===== src/rtl/wb_regfile_writeback_pkg.sv =====
// Shared definitions for the write-back stage: source-select encodings and width defaults.
package wb_regfile_writeback_pkg;

    localparam int DATA_W_DEF = 32;
    localparam int ADDR_W_DEF = 5;

    // Write-back source select carried down the pipe as MemtoReg.
    typedef enum logic [1:0] {
        MTR_ALU = 2'b00,
        MTR_MEM = 2'b01,
        MTR_NPC = 2'b10,
        MTR_EXT = 2'b11
    } mtr_e;

endpackage


===== src/rtl/wb_regfile_writeback_if.sv =====
// MEM/WB pipeline-register fields into the write-back stage, plus the committed
// write published back to the forwarding unit.
interface wb_regfile_writeback_if #(
    parameter int DATA_W = wb_regfile_writeback_pkg::DATA_W_DEF,
    parameter int ADDR_W = wb_regfile_writeback_pkg::ADDR_W_DEF
);
    logic              wb_valid_i;
    logic [1:0]        mem_to_reg_wb_i;
    logic              reg_write_wb_i;
    logic              first_wb_i;
    logic [DATA_W-1:0] npc_wb_i;
    logic [DATA_W-1:0] md_wb_i;
    logic [DATA_W-1:0] aluout_wb_i;
    logic [DATA_W-1:0] ext_wb_i;
    logic [DATA_W-1:0] rd_wb_i;
    logic [DATA_W-1:0] cd_wb_i;

    logic              wb_we_o;
    logic [ADDR_W-1:0] wb_waddr_o;
    logic [DATA_W-1:0] wb_wdata_o;

    // Pipeline side: drives the WB fields, observes the commit.
    modport master (
        output wb_valid_i, mem_to_reg_wb_i, reg_write_wb_i, first_wb_i,
               npc_wb_i, md_wb_i, aluout_wb_i, ext_wb_i, rd_wb_i, cd_wb_i,
        input  wb_we_o, wb_waddr_o, wb_wdata_o
    );

    // Write-back stage side.
    modport slave (
        input  wb_valid_i, mem_to_reg_wb_i, reg_write_wb_i, first_wb_i,
               npc_wb_i, md_wb_i, aluout_wb_i, ext_wb_i, rd_wb_i, cd_wb_i,
        output wb_we_o, wb_waddr_o, wb_wdata_o
    );

endinterface


===== src/rtl/wb_regfile_writeback_gpr_2r1w.sv =====
// General register storage: one write port, two ID read ports and a debug read port.
// Reads return stored contents only; bypass and $0 handling live in the top.
module gpr_2r1w #(
    parameter int DATA_W = 32,
    parameter int ADDR_W = 5
) (
    input  logic              clk,
    input  logic              rst,
    input  logic              we_i,
    input  logic [ADDR_W-1:0] waddr_i,
    input  logic [DATA_W-1:0] wdata_i,
    input  logic [ADDR_W-1:0] ra1_i,
    input  logic [ADDR_W-1:0] ra2_i,
    input  logic [ADDR_W-1:0] dbg_addr_i,
    output logic [DATA_W-1:0] rd1_o,
    output logic [DATA_W-1:0] rd2_o,
    output logic [DATA_W-1:0] dbg_o
);

    localparam int NREG = 2 ** ADDR_W;

    logic [NREG-1:0][DATA_W-1:0] mem_q, mem_d;

    // Next array contents: hold, or overwrite the addressed entry.
    always_comb begin
        mem_d = mem_q;
        if (we_i) mem_d[waddr_i] = wdata_i;
    end

    // Array register with asynchronous clear of every entry.
    always_ff @(posedge clk or posedge rst) begin
        if (rst) mem_q <= '0;
        else     mem_q <= mem_d;
    end

    assign rd1_o = mem_q[ra1_i];
    assign rd2_o = mem_q[ra2_i];
    assign dbg_o = mem_q[dbg_addr_i];

endmodule


===== src/rtl/wb_regfile_writeback.sv =====
// Write-back stage: picks the write-back value, qualifies the GPR write, serves the
// ID read ports with same-cycle bypass and counts retired instructions.
module wb_regfile_writeback
    import wb_regfile_writeback_pkg::*;
#(
    parameter int DATA_W = DATA_W_DEF,
    parameter int ADDR_W = ADDR_W_DEF,
    parameter int CNT_W  = 32
) (
    input  logic                    clk,
    input  logic                    rst,
    wb_regfile_writeback_if.slave   wb,
    input  logic [ADDR_W-1:0]       ra1_i,
    input  logic [ADDR_W-1:0]       ra2_i,
    output logic [DATA_W-1:0]       rd1_o,
    output logic [DATA_W-1:0]       rd2_o,
    input  logic [ADDR_W-1:0]       dbg_addr_i,
    output logic [DATA_W-1:0]       dbg_data_o,
    output logic [CNT_W-1:0]        instret_o
);

    logic [DATA_W-1:0] wdata;
    logic [ADDR_W-1:0] waddr;
    logic              we;
    logic [DATA_W-1:0] arr_rd1, arr_rd2;
    logic [CNT_W-1:0]  instret_q, instret_d;

    // Upper destination bits carry no meaning; only the low ADDR_W select a register.
    logic unused_rd_hi;
    assign unused_rd_hi = ^wb.rd_wb_i[DATA_W-1:ADDR_W];

    // Write-back source select; a CP0 read overrides MemtoReg.
    always_comb begin
        wdata = wb.aluout_wb_i;
        if (wb.first_wb_i) begin
            wdata = wb.cd_wb_i;
        end else begin
            case (mtr_e'(wb.mem_to_reg_wb_i))
                MTR_ALU: wdata = wb.aluout_wb_i;
                MTR_MEM: wdata = wb.md_wb_i;
                MTR_NPC: wdata = wb.npc_wb_i;
                MTR_EXT: wdata = wb.ext_wb_i;
                default: wdata = wb.aluout_wb_i;
            endcase
        end
    end

    // $0 writes never count as a write, so the array and forwarding never see them.
    assign waddr = wb.rd_wb_i[ADDR_W-1:0];
    assign we    = wb.wb_valid_i & wb.reg_write_wb_i & (waddr != '0);

    // Address/data follow the inputs even when idle; consumers gate on wb_we_o.
    assign wb.wb_we_o    = we;
    assign wb.wb_waddr_o = waddr;
    assign wb.wb_wdata_o = wdata;

    gpr_2r1w #(
        .DATA_W (DATA_W),
        .ADDR_W (ADDR_W)
    ) u_gpr (
        .clk        (clk),
        .rst        (rst),
        .we_i       (we),
        .waddr_i    (waddr),
        .wdata_i    (wdata),
        .ra1_i      (ra1_i),
        .ra2_i      (ra2_i),
        .dbg_addr_i (dbg_addr_i),
        .rd1_o      (arr_rd1),
        .rd2_o      (arr_rd2),
        .dbg_o      (dbg_data_o)
    );

    // ID read ports: $0 and reset read zero, a same-cycle write to the address wins over the array.
    always_comb begin
        rd1_o = arr_rd1;
        rd2_o = arr_rd2;
        if (rst || ra1_i == '0)           rd1_o = '0;
        else if (we && waddr == ra1_i)    rd1_o = wdata;
        if (rst || ra2_i == '0)           rd2_o = '0;
        else if (we && waddr == ra2_i)    rd2_o = wdata;
    end

    // Retired count advances on every real instruction, written or not; wraps naturally.
    always_comb begin
        instret_d = instret_q;
        if (wb.wb_valid_i) instret_d = instret_q + 1'b1;
    end

    // Retired-instruction counter register.
    always_ff @(posedge clk or posedge rst) begin
        if (rst) instret_q <= '0;
        else     instret_q <= instret_d;
    end

    assign instret_o = instret_q;

endmodule


===== src/flat_wrapper.sv =====
// flat-port wrapper written by rule: the top's interface ports become plain ports
module wb_regfile_writeback_flat import wb_regfile_writeback_pkg::*;
#(
    parameter int DATA_W = DATA_W_DEF,
    parameter int ADDR_W = ADDR_W_DEF,
    parameter int CNT_W  = 32
)
  (clk, rst, ra1_i, ra2_i, rd1_o, rd2_o, dbg_addr_i, dbg_data_o, instret_o, wb_wb_valid_i, wb_mem_to_reg_wb_i, wb_reg_write_wb_i, wb_first_wb_i, wb_npc_wb_i, wb_md_wb_i, wb_aluout_wb_i, wb_ext_wb_i, wb_rd_wb_i, wb_cd_wb_i, wb_wb_we_o, wb_wb_waddr_o, wb_wb_wdata_o);
  wb_regfile_writeback_if #(.DATA_W(DATA_W), .ADDR_W(ADDR_W)) wb_i ();
  input  logic clk;
  input  logic rst;
  input  logic [ADDR_W-1:0] ra1_i;
  input  logic [ADDR_W-1:0] ra2_i;
  output logic [DATA_W-1:0] rd1_o;
  output logic [DATA_W-1:0] rd2_o;
  input  logic [ADDR_W-1:0] dbg_addr_i;
  output logic [DATA_W-1:0] dbg_data_o;
  output logic [CNT_W-1:0] instret_o;
  input wire logic [$bits(wb_i.wb_valid_i)-1:0] wb_wb_valid_i;
  input wire logic [$bits(wb_i.mem_to_reg_wb_i)-1:0] wb_mem_to_reg_wb_i;
  input wire logic [$bits(wb_i.reg_write_wb_i)-1:0] wb_reg_write_wb_i;
  input wire logic [$bits(wb_i.first_wb_i)-1:0] wb_first_wb_i;
  input wire logic [$bits(wb_i.npc_wb_i)-1:0] wb_npc_wb_i;
  input wire logic [$bits(wb_i.md_wb_i)-1:0] wb_md_wb_i;
  input wire logic [$bits(wb_i.aluout_wb_i)-1:0] wb_aluout_wb_i;
  input wire logic [$bits(wb_i.ext_wb_i)-1:0] wb_ext_wb_i;
  input wire logic [$bits(wb_i.rd_wb_i)-1:0] wb_rd_wb_i;
  input wire logic [$bits(wb_i.cd_wb_i)-1:0] wb_cd_wb_i;
  output wire logic [$bits(wb_i.wb_we_o)-1:0] wb_wb_we_o;
  output wire logic [$bits(wb_i.wb_waddr_o)-1:0] wb_wb_waddr_o;
  output wire logic [$bits(wb_i.wb_wdata_o)-1:0] wb_wb_wdata_o;
  assign wb_i.wb_valid_i = wb_wb_valid_i;
  assign wb_i.mem_to_reg_wb_i = wb_mem_to_reg_wb_i;
  assign wb_i.reg_write_wb_i = wb_reg_write_wb_i;
  assign wb_i.first_wb_i = wb_first_wb_i;
  assign wb_i.npc_wb_i = wb_npc_wb_i;
  assign wb_i.md_wb_i = wb_md_wb_i;
  assign wb_i.aluout_wb_i = wb_aluout_wb_i;
  assign wb_i.ext_wb_i = wb_ext_wb_i;
  assign wb_i.rd_wb_i = wb_rd_wb_i;
  assign wb_i.cd_wb_i = wb_cd_wb_i;
  assign wb_wb_we_o = wb_i.wb_we_o;
  assign wb_wb_waddr_o = wb_i.wb_waddr_o;
  assign wb_wb_wdata_o = wb_i.wb_wdata_o;
  wb_regfile_writeback #(.DATA_W(DATA_W), .ADDR_W(ADDR_W), .CNT_W(CNT_W)) u_core (.clk(clk), .rst(rst), .wb(wb_i), .ra1_i(ra1_i), .ra2_i(ra2_i), .rd1_o(rd1_o), .rd2_o(rd2_o), .dbg_addr_i(dbg_addr_i), .dbg_data_o(dbg_data_o), .instret_o(instret_o));
endmodule

===== config.mk =====
export PLATFORM = sky130hd
export DESIGN_NAME = wb_regfile_writeback_flat
export DESIGN_NICKNAME = d
export VERILOG_FILES = /design/src/rtl/wb_regfile_writeback_pkg.sv /design/src/rtl/wb_regfile_writeback_if.sv /design/src/rtl/wb_regfile_writeback_gpr_2r1w.sv /design/src/rtl/wb_regfile_writeback.sv /design/src/flat_wrapper.sv
export SDC_FILE = /design/constraint.sdc
export NUM_CORES = 2
export LEC_CHECK = 0
export CAP_MARGIN = 40
export CORE_MARGIN = 1
export CORE_UTILIZATION = 55
export CTS_CLUSTER_SIZE = 14
export DETAILED_ROUTE_END_ITERATION = 8
export HOLD_SLACK_MARGIN = 0.05
export PLACE_DENSITY = 0.75
export SETUP_SLACK_MARGIN = 0.02
export SLEW_MARGIN = 10
export SYNTH_ARGS = -nofsm -noshare
export SYNTH_HDL_FRONTEND = slang
export SYNTH_SLANG_ARGS = --single-unit

===== constraint.sdc =====
create_clock -name clk -period 41.7 [get_ports clk]
set_clock_uncertainty 0.15 [all_clocks]
set_input_delay 4.17 -clock clk [delete_from_list [all_inputs] [get_ports clk]]
set_output_delay 4.17 -clock clk [all_outputs]
set_load 0.01 [all_outputs]

==> reports/qor.yml <==
timing:
  rsz0062_at_grt: "false"
  slew-limit-headroom_pct: 19.89
  fin_crit_ps: 13780
  finalSetupViolations: 0
  maxSlewViolCount: 0
  setup-tns-final_ps: 0
  worst_pin_slew_ps: 1202
  whs_ps: 266.4
  clock.fmax_mhz: 72.58
  hold_viol: 0
  finalCritPeriodShare_pct: 33.04
drt:
  first_iter_violations: 6813
  drtAntennaViolNets: 0
  drc_errors: 0
  drt_wl_total_um: 205700
  drt-wirelength-per-cell_um: 30.32
  first_pass_iters: 6
  viasPerCell: 7.182
  vias: 48720
setup_path:
  reg2regPathDepth: 7
  critical_path_class: "in2out"
  ff2ff_setup_slack_ps: 39510
  critical_path.max_fanout: 115
  required_ps: 37380
  r2r_start: "u_core.instret_o[0]"
  startpoint_type: "input port"
  reg2reg_to: "u_core.instret_o[26]"
  crit_path_end_kind: "output pin"
  crit_arrival_ps: 9460
synth:
  synthTopCellsByArea: "dfrtp_1, mux4_2, a21oi_1"
  avgSynthCellArea_um2: 11.91
  syn_area_um2: 61730
  synth_edf_count: 0
  synth_seq_cells: 1056
  synthArstFlopShare_pct: 100.0
  yosysWarningCount: 0
  yosysTopAreaCell: "dfrtp_1"
  synth_common_cells: "dfrtp_1, mux4_2, nor2_1, a21oi_1, nand2_1"
  synth_cells: 5183
  syn_nets: 5398
  ys.flop_type: "dfrtp_1"
  synth_most_common_cell: "dfrtp_1"
  synth.distinct_cells: 39
  yosysSeqAreaShare_pct: 42.81
  yosysTopAreaCellShare_pct: 42.81
clock_network:
  root_buffer: "clkbuf_16"
  clkSinkCount: 1056
  postCtsHoldBufs: 0
  cts_max_level: 3
  insertion_delay_ps: 710
  numCtsBuffers: 110
  ctsResizeCount: 0
  cts_tree: "done"
  postCtsSetupBuffers: 0
  clkSlewWorstSetupHoldPaths_ps: 60
  clockBufferDepth: 3
placement:
  gp_congestion: 0.8535
  hpwlAfterDp_um: 120300
  postPlaceCellArea_um2: 67110
  port-buffer-count: 352
floorplanning:
  die_h_um: 337.0
  num_rows: 122
  core_area_um2: 111000
  initial_core_util_pct: 55.63
  ios: 380
  die_x_um: 337.0
  die-area_um2: 113600
power_and_ir_drop:
  sw_frac_of_total_pct: 30.01
  p_leak_nw: 28.84
  clockPowerShare_pct: 32.3
  internal-power_mw: 2.209
  p_comb_share_pct: 24.3
  irDropWorstVdd_mv: 0.03592
  p_per_area_nw_per_um2: 44.55
  p_seq_share_pct: 43.3
  power_switching_mw: 0.9473
grt:
  antenna_found_initial: 4
  grtUsageTotal_pct: 36.83
  grt_pass1_vias: 49060
  grt_start_max_net_pins: 174
  grt_first_pass_wirelength_um: 306600
  gr-total-overflow: 0
final_layout:
  diodes: 0
  drive_gt1_share_pct: 25.15
  final_cell_area_um2: 70850
  final_core_util_pct: 63.85
  syn2layout_area_growth_pct: 14.77
  nets: 5420
worst_hold_path:
  hp-start: "u_core.u_gpr.mem_q[14]"
  min_to: "u_core.u_gpr.mem_q[14]"
  holdPathStages: 0
  worstHoldPathType: "reg2reg"
status:
  status: "completed"
run:
  drv_cap: 0
-- power groups by stage --
stage | registers, mW | clock network, mW | logic [mW]
detailed placement | 1.37 | 0 | 0.758
global placement | 1.35 | 0 | 0.723
global route | 1.39 | 1.06 | 0.823
finish | 1.37 | 1.02 | 0.768
CTS | 1.36 | 1.02 | 0.764
floorplan | 1.33 | 0 | 0.553
-- area by class of cell --
type                    instances  area (um2)
clock inverters                46       530.5
well taps                    1488        1862
fillers                      8075       40120
clock buffers                 157        3179
multi-input cells            3482       32990
flip-flops and latches       1056       26430
inverters                      37       146.4
repair buffers                518        5723
-- flip-flops by register name, indices dropped and copies added, names as in the netlist --
register            flops
u_core.u_gpr.mem_q   1024
u_core.instret_o       32
-- routing by layer --
metal | global-route usage [%] | wire (um) | vias up
met1 | 46.54 | 68880 | 24420
met5 | 0 | 68 | -
li1 | - | - | 19730
met2 | 56.06 | 94380 | 3696
met4 | 21.70 | 14180 | 6
met3 | 11.78 | 28220 | 874
-- cell usage in the layout, fill, tap and decap left out, types with 5 or more instances in the layout --
master	netlist	routed
clkbuf_8	0	25
mux2i_4	0	22
nand4_1	14	14
buf_12	0	24
clkinvlp_4	0	5
nor2_4	0	15
mux2i_2	0	10
clkbuf_16	0	110
buf_2	129	5
inv_1	37	36
dfrtp_1	1056	1056
clkbuf_1	386	22
nand2_1	444	430
clkdlybuf4s50_1	0	340
mux2_2	33	33
or4_1	63	63
o21ai_0	414	414
nor3_1	7	7
buf_4	67	105
nand3_1	15	13
nand3b_1	11	11
xor2_1	20	20
o22ai_1	315	315
nand2_2	0	5
buf_16	0	31
buf_8	0	9
xnor2_1	21	21
nor2_1	614	599
and3_1	6	6
clkinv_2	0	25
a21oi_1	577	577
bufinv_16	0	9
nand2_4	0	9
mux4_2	864	864
-- worst max path at each step --
stage                  start                   to  cells past startpoint
floorplan                rst  u_core.instret_o[0]                      1
global placement    ra2_i[1]            rd2_o[28]                      9
detailed placement  ra2_i[1]            rd2_o[28]                      9
CTS                 ra2_i[1]            rd2_o[28]                      9
global route        ra2_i[1]            rd2_o[29]                      9
finish              ra2_i[1]            rd2_o[28]                      9
-- stage by stage --
step	power [mW]	setup WS [ps]	instances
finish	3.156	27920	6784
floorplan	1.883	7656	5183
detailed placement	2.132	28220	6578
global placement	2.076	28280	6520
CTS	3.144	28210	6781
global route	3.277	27970	6784
-- kinds of logic (layout without fill, tap and decap cells) --
kind of cell | count (synthesis) | in the layout | share of synthesized area, %
AO/OA/AOI/OAI | 1312 | 1312 | 11.29
adder cells (fa/ha/maj) | 1 | 1 | 0.02026
flip-flops | 1056 | 1056 | 42.81
buffers and inverters | 645 | 758 | 4.639
XOR/XNOR | 41 | 41 | 0.5817
AND/OR/NAND/NOR | 1199 | 1199 | 8.022
multiplexers | 929 | 929 | 32.64
-- critical path, cell delays in order --
cell and delay (ps):
buf_8 790, buf_4 860, buf_4 650, xnor2_1 180
and4_1 310, nand2_2 540, buf_4 530, o22ai_1 580
clkdlybuf4s50_1 680
Note: power is estimated with default switching activity, not from simulation.
